==> config.mk <==
export PLATFORM = sky130hd
export DESIGN_NAME = rv_mc_sequencer
export DESIGN_NICKNAME = d
export VERILOG_FILES = /design/src/rtl/rv_mc_pkg.sv /design/src/rtl/rv_opclass_decode.sv /design/src/rtl/rv_mc_sequencer.sv
export SDC_FILE = /design/constraint.sdc
export NUM_CORES = 1
export LEC_CHECK = 0
export CORE_ASPECT_RATIO = 0.7
export CORE_MARGIN = 2
export CORE_UTILIZATION = 30
export DETAILED_ROUTE_END_ITERATION = 7
export SYNTH_ARGS = -nofsm -noshare
export SYNTH_HDL_FRONTEND = slang
export SYNTH_SLANG_ARGS = --single-unit
==> constraint.sdc <==
create_clock -name CLK -period 2.1 [get_ports CLK]
set_clock_uncertainty 0.2 [all_clocks]
set_input_delay 0.525 -clock CLK [delete_from_list [all_inputs] [get_ports CLK]]
set_output_delay 0.525 -clock CLK [all_outputs]
set_load 0.02 [all_outputs]
==> src/rtl/rv_mc_pkg.sv <==
// Shared definitions for the multi-cycle RV32I sequencer.
// Contents: FSM states, base opcodes, the instruction-class enum, trap causes
// and the NOP encoding that IR holds after reset.
package rv_mc_pkg;

   typedef enum logic [2:0] {
      ST_BOOT,
      ST_FETCH,
      ST_DECODE,
      ST_EXEC,
      ST_MEM,
      ST_WB,
      ST_TRAP
   } state_e;

   localparam logic [6:0] OPC_LUI    = 7'b0110111;
   localparam logic [6:0] OPC_AUIPC  = 7'b0010111;
   localparam logic [6:0] OPC_JAL    = 7'b1101111;
   localparam logic [6:0] OPC_JALR   = 7'b1100111;
   localparam logic [6:0] OPC_BRANCH = 7'b1100011;
   localparam logic [6:0] OPC_LOAD   = 7'b0000011;
   localparam logic [6:0] OPC_STORE  = 7'b0100011;
   localparam logic [6:0] OPC_OP_IMM = 7'b0010011;
   localparam logic [6:0] OPC_OP     = 7'b0110011;

   typedef enum logic [3:0] {
      CLS_ILLEGAL,
      CLS_LUI,
      CLS_AUIPC,
      CLS_JAL,
      CLS_JALR,
      CLS_BRANCH,
      CLS_LOAD,
      CLS_STORE,
      CLS_OP_IMM,
      CLS_OP
   } opclass_e;

   localparam logic [1:0] CAUSE_NONE     = 2'b00;
   localparam logic [1:0] CAUSE_ILLEGAL  = 2'b01;
   localparam logic [1:0] CAUSE_MISALIGN = 2'b10;

   localparam logic [31:0] NOP_INSN = 32'h0000_0013;

endpackage

==> src/rtl/rv_opclass_decode.sv <==
// Opcode classifier: ir[6:0] -> instruction class plus a legal flag.
// Purely combinational so the pipelined core can reuse it unchanged.
module rv_opclass_decode
   import rv_mc_pkg::*;
(
   input  logic [6:0] opcode_i,
   output logic [3:0] cls_o,
   output logic       legal_o
);

   // Map the base opcode to its class; anything unlisted is illegal.
   always_comb begin
      // NOTE: every output gets a default before the case so no path leaves it unassigned (no latch).
      cls_o   = CLS_ILLEGAL;
      legal_o = 1'b1;
      case (opcode_i)
         OPC_LUI:    cls_o = CLS_LUI;
         OPC_AUIPC:  cls_o = CLS_AUIPC;
         OPC_JAL:    cls_o = CLS_JAL;
         OPC_JALR:   cls_o = CLS_JALR;
         OPC_BRANCH: cls_o = CLS_BRANCH;
         OPC_LOAD:   cls_o = CLS_LOAD;
         OPC_STORE:  cls_o = CLS_STORE;
         OPC_OP_IMM: cls_o = CLS_OP_IMM;
         OPC_OP:     cls_o = CLS_OP;
         default:    legal_o = 1'b0;
      endcase
   end

endmodule

==> src/rtl/rv_mc_sequencer.sv <==
// Multi-cycle RV32I sequencer: owns PC/IR, runs FETCH/DECODE/EXEC/MEM/WB
// with req/ack memory handshakes and traps on illegal opcodes or misaligned
// targets. All outputs decode from registered state only.
// Optional: define MC_PERF_CNT_EN to add cyc_cnt/ret_cnt performance counters.
module rv_mc_sequencer
   import rv_mc_pkg::*;
#(
   parameter int unsigned     XLEN         = 32,
   parameter logic [XLEN-1:0] RESET_VECTOR = '0,
   parameter logic [XLEN-1:0] TRAP_VECTOR  = XLEN'(32'h0000_0100)
`ifdef MC_PERF_CNT_EN
   ,
   parameter int unsigned     CNT_W        = 32
`endif
) (
   input  logic            CLK,
   input  logic            RST,
   output logic            imem_req,
   output logic [XLEN-1:0] imem_addr,
   input  logic            imem_ack,
   input  logic [31:0]     imem_rdata,
   output logic            dmem_req,
   output logic            dmem_we,
   input  logic            dmem_ack,
   input  logic            br_taken,
   input  logic [XLEN-1:0] tgt_addr,
   output logic [31:0]     ir,
   output logic [XLEN-1:0] pc,
   output logic            exec_en,
   output logic            rf_we,
   output logic            retire,
   output logic            trap,
   output logic [1:0]      trap_cause
`ifdef MC_PERF_CNT_EN
   ,
   output logic [CNT_W-1:0] cyc_cnt,
   output logic [CNT_W-1:0] ret_cnt
`endif
);

   state_e          state_q, state_d;
   logic [XLEN-1:0] pc_q, pc_d;
   logic [XLEN-1:0] npc_q, npc_d;
   logic [31:0]     ir_q, ir_d;
   logic [1:0]      cause_q, cause_d;

   logic [3:0]      cls_raw;
   opclass_e        cls;
   logic            opc_legal;
   logic            take_tgt;

   rv_opclass_decode u_opclass_decode (
      .opcode_i (ir_q[6:0]),
      .cls_o    (cls_raw),
      .legal_o  (opc_legal)
   );

   assign cls = opclass_e'(cls_raw);

   // Control transfers that redirect npc to the datapath target.
   assign take_tgt = (cls == CLS_JAL) || (cls == CLS_JALR) ||
                     ((cls == CLS_BRANCH) && br_taken);

   // State, PC, IR, npc and trap-cause registers with asynchronous reset.
   always_ff @(posedge CLK or negedge RST) begin
      if (!RST) begin
         state_q <= ST_BOOT;
         pc_q    <= RESET_VECTOR;
         npc_q   <= '0;
         ir_q    <= NOP_INSN;
         cause_q <= CAUSE_NONE;
      end else begin
         // NOTE: non-blocking assignments so every register samples pre-edge values together.
         state_q <= state_d;
         pc_q    <= pc_d;
         npc_q   <= npc_d;
         ir_q    <= ir_d;
         cause_q <= cause_d;
      end
   end

   // Next-state logic: sequence the phases and update PC/IR/npc/cause.
   always_comb begin
      state_d = state_q;
      pc_d    = pc_q;
      npc_d   = npc_q;
      ir_d    = ir_q;
      cause_d = cause_q;
      case (state_q)
         ST_BOOT: state_d = ST_FETCH;
         ST_FETCH: begin
            if (imem_ack) begin
               ir_d    = imem_rdata;
               state_d = ST_DECODE;
            end
         end
         ST_DECODE: begin
            if (!opc_legal || (ir_q[1:0] != 2'b11)) begin
               cause_d = CAUSE_ILLEGAL;
               state_d = ST_TRAP;
            end else begin
               state_d = ST_EXEC;
            end
         end
         ST_EXEC: begin
            if (take_tgt && (tgt_addr[1:0] != 2'b00)) begin
               cause_d = CAUSE_MISALIGN;
               state_d = ST_TRAP;
            end else begin
               npc_d   = take_tgt ? tgt_addr : pc_q + XLEN'(4);
               state_d = ((cls == CLS_LOAD) || (cls == CLS_STORE)) ? ST_MEM : ST_WB;
            end
         end
         ST_MEM: begin
            if (dmem_ack) state_d = ST_WB;
         end
         ST_WB: begin
            pc_d    = npc_q;
            state_d = ST_FETCH;
         end
         ST_TRAP: begin
            pc_d    = TRAP_VECTOR;
            state_d = ST_FETCH;
         end
         default: state_d = ST_BOOT;
      endcase
   end

   assign imem_req   = (state_q == ST_FETCH);
   assign imem_addr  = pc_q;
   assign dmem_req   = (state_q == ST_MEM);
   assign dmem_we    = (state_q == ST_MEM) && (cls == CLS_STORE);
   assign exec_en    = (state_q == ST_EXEC);
   assign rf_we      = (state_q == ST_WB) && (cls != CLS_BRANCH) &&
                       (cls != CLS_STORE) && (ir_q[11:7] != 5'd0);
   assign retire     = (state_q == ST_WB);
   assign trap       = (state_q == ST_TRAP);
   assign ir         = ir_q;
   assign pc         = pc_q;
   assign trap_cause = cause_q;

`ifdef MC_PERF_CNT_EN
   logic [CNT_W-1:0] cyc_q, ret_q;

   // Cycle and retire counters; both wrap naturally at 2^CNT_W.
   always_ff @(posedge CLK or negedge RST) begin
      if (!RST) begin
         cyc_q <= '0;
         ret_q <= '0;
      end else begin
         if (state_q != ST_BOOT) cyc_q <= cyc_q + CNT_W'(1);
         if (state_q == ST_WB)   ret_q <= ret_q + CNT_W'(1);
      end
   end

   assign cyc_cnt = cyc_q;
   assign ret_cnt = ret_q;
`endif

endmodule
==> summary.md, run 1 <==
| Metric | Value |
|---|---|
| Max-slew violations | 0 |
| Largest net degree at the start of global routing | 40 |
| Max clock buf depth | 2 |
| Ys flop type | dfrtp_1 |
| DR pass1 iterations | 4 |
| Critical path, cell by cell | or4_4 -> nor2_4 -> a311oi_2 -> buf_4 |
| Share of flip-flops with an asynchronous set or reset | 100% |
| Top cell type's share of synthesized area | 48.1% |
| Wire length per cell | 17.2 µm |
| CP max stage cell | or4_4 |
| CP required | 1370 ps |
| Initial Utilization | 30.9% |
| Layout cells sized above 1 | 26.1% |
| PD cells | 1410 nW/µm² |
| Number of global-route vias before repair | 4738 |
| Mapped cell area | 5100 µm² |
| Leakage power | 0.00373 µW |
| RR Endpoint | npc_q[22]$_DFFE_PN0P_ |
| Hold Crit Class | register to register |
| Place WS | -475 ps |
| #FFs+latches synth | 101 |
| CTS Sinks | 101 |
| DIE AREA | 18100 µm² |
| Global route overflow | 0 |
| H-tree depth | 3 |
| Critical R2R Launch | state_q[1]$_DFFE_PN0P_ |
| Status | finished with violations |
| Hold depth | 2 |
| Area leader, netlist | dfrtp_1 |
| R2R cell count | 8 |
| Clock tree from TritonCTS | done |
| GPL Wtd Cong | 0.834 |
| Slowest stage delay, CP | 550 ps |
| VDD IR max | 0.000684 V |
| IO Port Bufs | 173 |
| # IOs | 174 |
| Sequential area share after synthesis | 49.7% |
| Clock transition at path regs | 70 ps |
| Final core utilization | 48.6% |
| CTS Buf Count | 9 |
| Hold path startpoint | npc_q[9]$_DFFE_PN0P_ |
| GRT Util Overall | 18.1% |
| Final wirelength | 16200 µm |
| DRT iter0 DRCs | 279 |
| Final hold viol count | 0 |
| Setup slack, reg-to-reg | 10 ps |
| Power Total | 11300 µW |
| Failing checks | setup timing |
| Chip Height | 113 µm |
| Layout area overhead | 57.2% |
| Most frequent cells after synthesis | dfrtp_1 (98), nand2_1 (78), buf_4 (36), o21ai_0 (36) |
| EDFF count, synth | 0 |
| Row count | 39 |
| First-pass GRT wire length | 25900 µm |
| Inserted Diodes | 0 |
| Share of the clock period used by the worst path | 112% |
| Most frequent cell after synthesis | dfrtp_1 |
| Synth top area cells | dfrtp_1 (48%), mux2_2 (6.8%), nand2_1 (5.7%) |
| RSZ-0062 raised after global routing | yes |
| Worst slew margin | 70.9% |
| Total of max-cap violations | 0 |
| Core area | 16500 µm² |
| Netlist cell types | 58 |
| DR vias | 4647 |
| Root Driver | clkbuf_16 |
| Fmax achieved | 0.426 GHz |
| Final setup fails | 4 |
| CP delay by family, top | simple AND/OR/NAND/NOR gates |
| DRC | 0 |
| Final WS setup | -246 ps |
| CP bufs+invs | 1 |
| Final ANT Viol Nets | 0 |
| Routed vias/inst | 4.92 |
| WS Path Type | register to output port |
| CP endpoint kind | output port |
| Initial antenna violation count | 0 |
| Placed wire-length estimate | 12000 µm |
| Die Wd | 160 µm |
| Clk_lat worst skew | 340 ps |
| Crit path launch type | register |
| Yosys warnings | 0 |
| Slew at the pin closest to its max-slew limit | 436 ps |
| Final Net Count | 784 |
| Crit path DAT | 1620 ps |
| Average cell area after synthesis | 10.1 µm² |
| Post-Syn Instances | 504 |
| Hold Path End | npc_q[9]$_DFFE_PN0P_ |
| CP Depth | 4 |
| Crit-path max FO | 2 |
| Post-Syn Nets | 574 |
| Tmin final | 2350 ps |
==> stage by stage <==
| stage | TNS [ps] | instances | hold WS [ps] | instance area (µm²) |
|---|---|---|---|---|
| final | -505 | 944 | 287 | 8010 |
| after global routing | -1470 | 944 | 299 | 8010 |
| after CTS | -547 | 933 | 290 | 7660 |
| after detailed placement | -14500 | 913 | 275 | 7380 |
| after global placement | -12700 | 913 | 264 | 7380 |
| after floorplan | -1840 | 504 | 29.4 | 5110 |
==> what timing repair did <==
action,4_1_cts,5_1_grt
gates resized for setup,123,62
setup buffers,3,11
endpoints found under the hold margin,26,0
endpoints found under the setup margin,113,60
pin swaps,4,12
gates cloned,0,2
hold buffers,1,0
==> worst register-to-register path: cells and delay by family (launching register included) <==
kind                   cells  cell delay [ps]
buffers and inverters      3              360
AOI/OAI and AO/OA          2              200
and+or+nand+nor            3              790
DFF                        1              420
==> state kept, by name (all words and copies together) (netlist names) <==
register    count
imem_addr      32
ir             32
npc_q          32
state_q         3
trap_cause      2
==> cells by family (layout without fill, tap and decap cells) <==
family	count (synthesis)	after routing	share of synthesized area, %
buffers and inverters	67	282	7.85
and+or+nand+nor	154	154	15.8
xor gates and xnor gates	20	20	3.44
AOI/OAI and AO/OA	128	128	15.7
adders and majority gates	1	1	0.245
DFF	101	101	49.7
muxes	33	33	7.24
==> layout make-up <==
type                    count  area [µm²]
clock buffers              13         250
clock inverters             3        46.3
fillers                  1571        8480
inverters                   8        30.0
multi-input cells         336        2370
flip-flops and latches    101        2530
well taps                 225         282
repair buffers            258        2500
==> worst max-delay path by stage <==
stage                                start               endpoint
global placement                  br_taken  npc_q[22]$_DFFE_PN0P_
floorplan           state_q[0]$_DFFE_PN0P_                  rf_we
detailed placement                br_taken  npc_q[26]$_DFFE_PN0P_
finish                  ir[11]$_DFFE_PN0P_                  rf_we
global route            ir[11]$_DFFE_PN0P_                  rf_we
CTS                     ir[10]$_DFFE_PN0P_                  rf_we
==> routing by layer <==
| metal | global-route usage, % | routed length [µm] | vias up |
|---|---|---|---|
| met3 | 3.41 | 921 | 11 |
| li1 | - | - | 2178 |
| met2 | 28.5 | 7400 | 160 |
| met4 | 4.68 | 156 | 0 |
| met5 | 0 | 0 | - |
| met1 | 25.7 | 7760 | 2298 |
==> placed cells by master (no fill, tap or decap), types with 4 or more instances in the layout <==
cell,instances
a21oi_1,30
a22o_1,15
a22oi_1,4
a31oi_1,4
buf_12,10
buf_4,65
buf_6,15
clkbuf_16,11
clkdlybuf4s50_1,85
dfrtp_1,95
dlygate4sd2_1,68
dlymetal6s2s_1,10
inv_1,7
mux2_2,31
nand2_1,74
nand2_2,4
nand3_1,12
nand4_1,4
nor2_1,15
nor4_2,4
o21ai_0,32
o21ai_1,7
o22ai_1,6
o22ai_2,4
o31ai_1,4
xnor2_1,16
xor2_1,4
==> power breakdown <==
part | internal, µW | switching, µW
Sequential | 2840 | 777
Clock | 962 | 734
Combinational | 2920 | 3040
Power figures use the tool's default switching activity.
==> inputs of run 2 (changes only) <==
- ABC_CLOCK_PERIOD_IN_PS: default -> 2100
- SETUP_SLACK_MARGIN: default -> 0.15
==> summary.md, run 2 (synthesis gave the netlist of run 1 again) <==
| Metric | Value |
|---|---|
| DR vias | 4969 (+6.9%) |
| Crit path launch type | register |
| Max clock buf depth | 2 (unchanged) |
| Most common cell after layout, fill and taps aside | dlygate4sd2_1 |
| Fin Setup TNS | -2500 ps (-2000 ps) |
| Cell mode on critical path | buf_6 |
| Clock tree from TritonCTS | done |
| Final ANT Viol Nets | 0 (unchanged) |
| Routed vias/inst | 5.10 (+3.6%) |
| Inserted Diodes | 0 (unchanged) |
| Initial Utilization | 30.9% (unchanged) |
| Final setup fails | 40 (+36) |
| Most frequent cells in the layout | dlygate4sd2_1 (82), dfrtp_1 (81), clkdlybuf4s50_1 (66) |
| DIE AREA | 18100 µm² (unchanged) |
| CTS Sinks | 101 (unchanged) |
| Leakage power | 0.00408 µW (+9.4%) |
| Core area | 16500 µm² (unchanged) |
| DRC | 0 (unchanged) |
| DR pass1 iterations | 5 (+1) |
| Final WS setup | -246 ps (-0.700 ps) |
| First-pass GRT wire length | 28100 µm (+8.4%) |
| Clock transition at path regs | 70 ps (about the same) |
| VDD IR max | 0.000717 V (+4.8%) |
| Final wirelength | 19100 µm (+17%) |
| Final hold viol count | 0 (unchanged) |
| RR Endpoint | npc_q[26]$_DFFE_PN0P_ |
| Slowest stage delay, CP | 570 ps (+20 ps) |
| # IOs | 174 (unchanged) |
| IO Port Bufs | 173 (unchanged) |
| CP max stage cell | dfstp_2 |
| H-tree depth | 3 (unchanged) |
| Clk_lat worst skew | 350 ps (about the same) |
| GPL Wtd Cong | 0.809 (-3.0%) |
| Cell Count, Final, Fillers Out | 974 (+3.2%) |
| Hold path startpoint | npc_q[13]$_DFFE_PN0P_ |
| Wire length per cell | 19.6 µm (+14%) |
| RSZ-0062 raised after global routing | yes |
| Chip Height | 113 µm (unchanged) |
| Tmin final | 2350 ps (+0.700 ps) |
| Critical path, cell by cell | nand2_4 -> buf_6 -> nor3_4 -> buf_6 -> a311oi_4 -> buf_6 |
| DRT iter0 DRCs | 355 (+27%) |
| Root Driver | clkbuf_16 |
| Placed wire-length estimate | 11800 µm (-1.1%) |
| Crit-path max FO | 3 (+1) |
| Global route overflow | 0 (unchanged) |
| Failing checks | setup timing |
| CTS Buf Count | 9 (unchanged) |
| Worst slew margin | 65.3% (-5.6 points) |
| Final Net Count | 814 (+3.8%) |
| Hold Path End | npc_q[13]$_DFFE_PN0P_ |
| Layout area overhead | 76.9% |
| R2R cell count | 10 (+2) |
| Fmax achieved | 0.426 GHz (about the same) |
| Hold depth | 1 (-1) |
| Post-Place Cells | 913 (unchanged) |
| CP bufs+invs | 3 (+2) |
| WS Path Type | register to output port |
| Crit path DAT | 1620 ps (about the same) |
| Die Wd | 160 µm (unchanged) |
| CP required | 1370 ps (about the same) |
| Number of global-route vias before repair | 4932 (+4.1%) |
| Largest net degree at the start of global routing | 51 (+28%) |
| Final core utilization | 54.7% (+6.1 points) |
| Status | finished with violations |
| CP endpoint kind | output port |
| Row count | 39 (unchanged) |
| Setup slack, reg-to-reg | -120 ps (-130 ps) |
| Slew at the pin closest to its max-slew limit | 514 ps (+78.2 ps) |
| Critical R2R Launch | ir[3]$_DFFE_PN0P_ |
| Max-slew violations | 0 (unchanged) |
| Share of the clock period used by the worst path | 112% (about the same) |
| CP delay by family, top | flip-flops |
| Total of max-cap violations | 0 (unchanged) |
| PD cells | 1410 nW/µm² (+0.28%) |
| Layout cells sized above 1 | 38.9% (+13 points) |
| Power Total | 12700 µW (+13%) |
| GRT Util Overall | 19.8% (+1.7 points) |
| Hold Crit Class | register to register |
| Initial antenna violation count | 0 (unchanged) |
## run 2: changes by cell type in the layout (fill, tap and decap cells not counted), sizes merged
cell | previous run | this run
bufinv | 1 | 0
dlygate4sd2 | 68 | 82
clkdlybuf4s15 | 0 | 10
clkbuf | 17 | 18
clkinvlp | 1 | 2
bufbuf | 0 | 1
dlymetal6s2s | 10 | 0
buf | 90 | 122
clkdlybuf4s50 | 85 | 66
nand4 | 7 | 8
## run 2: layer usage
layer | vias up | wire, µm | track usage, % | share of wire [%]
li1 | 2255 | - | - | -
met1 | 2490 | 8890 | 28.0 | 47
met2 | 202 | 8750 | 31.6 | 46
met3 | 22 | 1200 | 3.74 | 6.3
met4 | 0 | 231 | 4.86 | 1.2
met5 | - | 0 | 0 | 0
## run 2: area by class of cell
cell class	instances	area, µm²
clock buffer	13	260
tap	225	282
inverter	8	37.5
sequential	101	2550
fill	1449	7480
timing repair buffer	287	3050
multi-input combinational	337	2820
clock inverter	3	20.0
## run 2: repair_timing
item | in CTS | in global routing
hold endpoints to repair | 17 | 0
pin swaps | 30 | 36
setup buffers | 20 | 9
hold buffers | 1 | 0
resized for setup | 302 | 112
setup endpoints to repair | 181 | 105
cloned | 11 | 4
## run 2: worst max-delay path by stage
| stage | slack [ps] | cells past startpoint | end | start |
|---|---|---|---|---|
| floorplan | 60 | 6 | rf_we | state_q[0]$_DFFE_PN0P_ |
| global placement | -420 | 6 | npc_q[26]$_DFFE_PN0P_ | br_taken |
| detailed placement | -480 | 6 | npc_q[22]$_DFFE_PN0P_ | br_taken |
| CTS | -260 | 4 | rf_we | ir[11]$_DFFE_PN0P_ |
| global route | -290 | 6 | rf_we | ir[1]$_DFFE_PN1P_ |
| finish | -250 | 6 | rf_we | ir[1]$_DFFE_PN1P_ |
## run 2: per-stage QoR
step | setup slack (ps) | instance area (µm²) | hold WS [ps]
3_3_place_gp | -423 | 7380 | 230
6_report | -246 | 9020 | 283
3_5_place_dp | -484 | 7380 | 244
5_1_grt | -286 | 9020 | 312
2_1_floorplan | 56.9 | 5180 | 29.4
4_1_cts | -258 | 8470 | 288
## run 2: report_power, final
group          internal [µW]  leakage [µW]  switching [µW]
clock network            869      0.000132             744
registers               2870       0.00126             925
logic                   3780       0.00269            3540
total                   7520       0.00408            5210
==> inputs of run 3 (changes only) <==
- ABC_CLOCK_PERIOD_IN_PS: 2100 -> default
==> results of run 3 <==
Same layout as run 2: the final DEF is identical, and so are final timing and power.
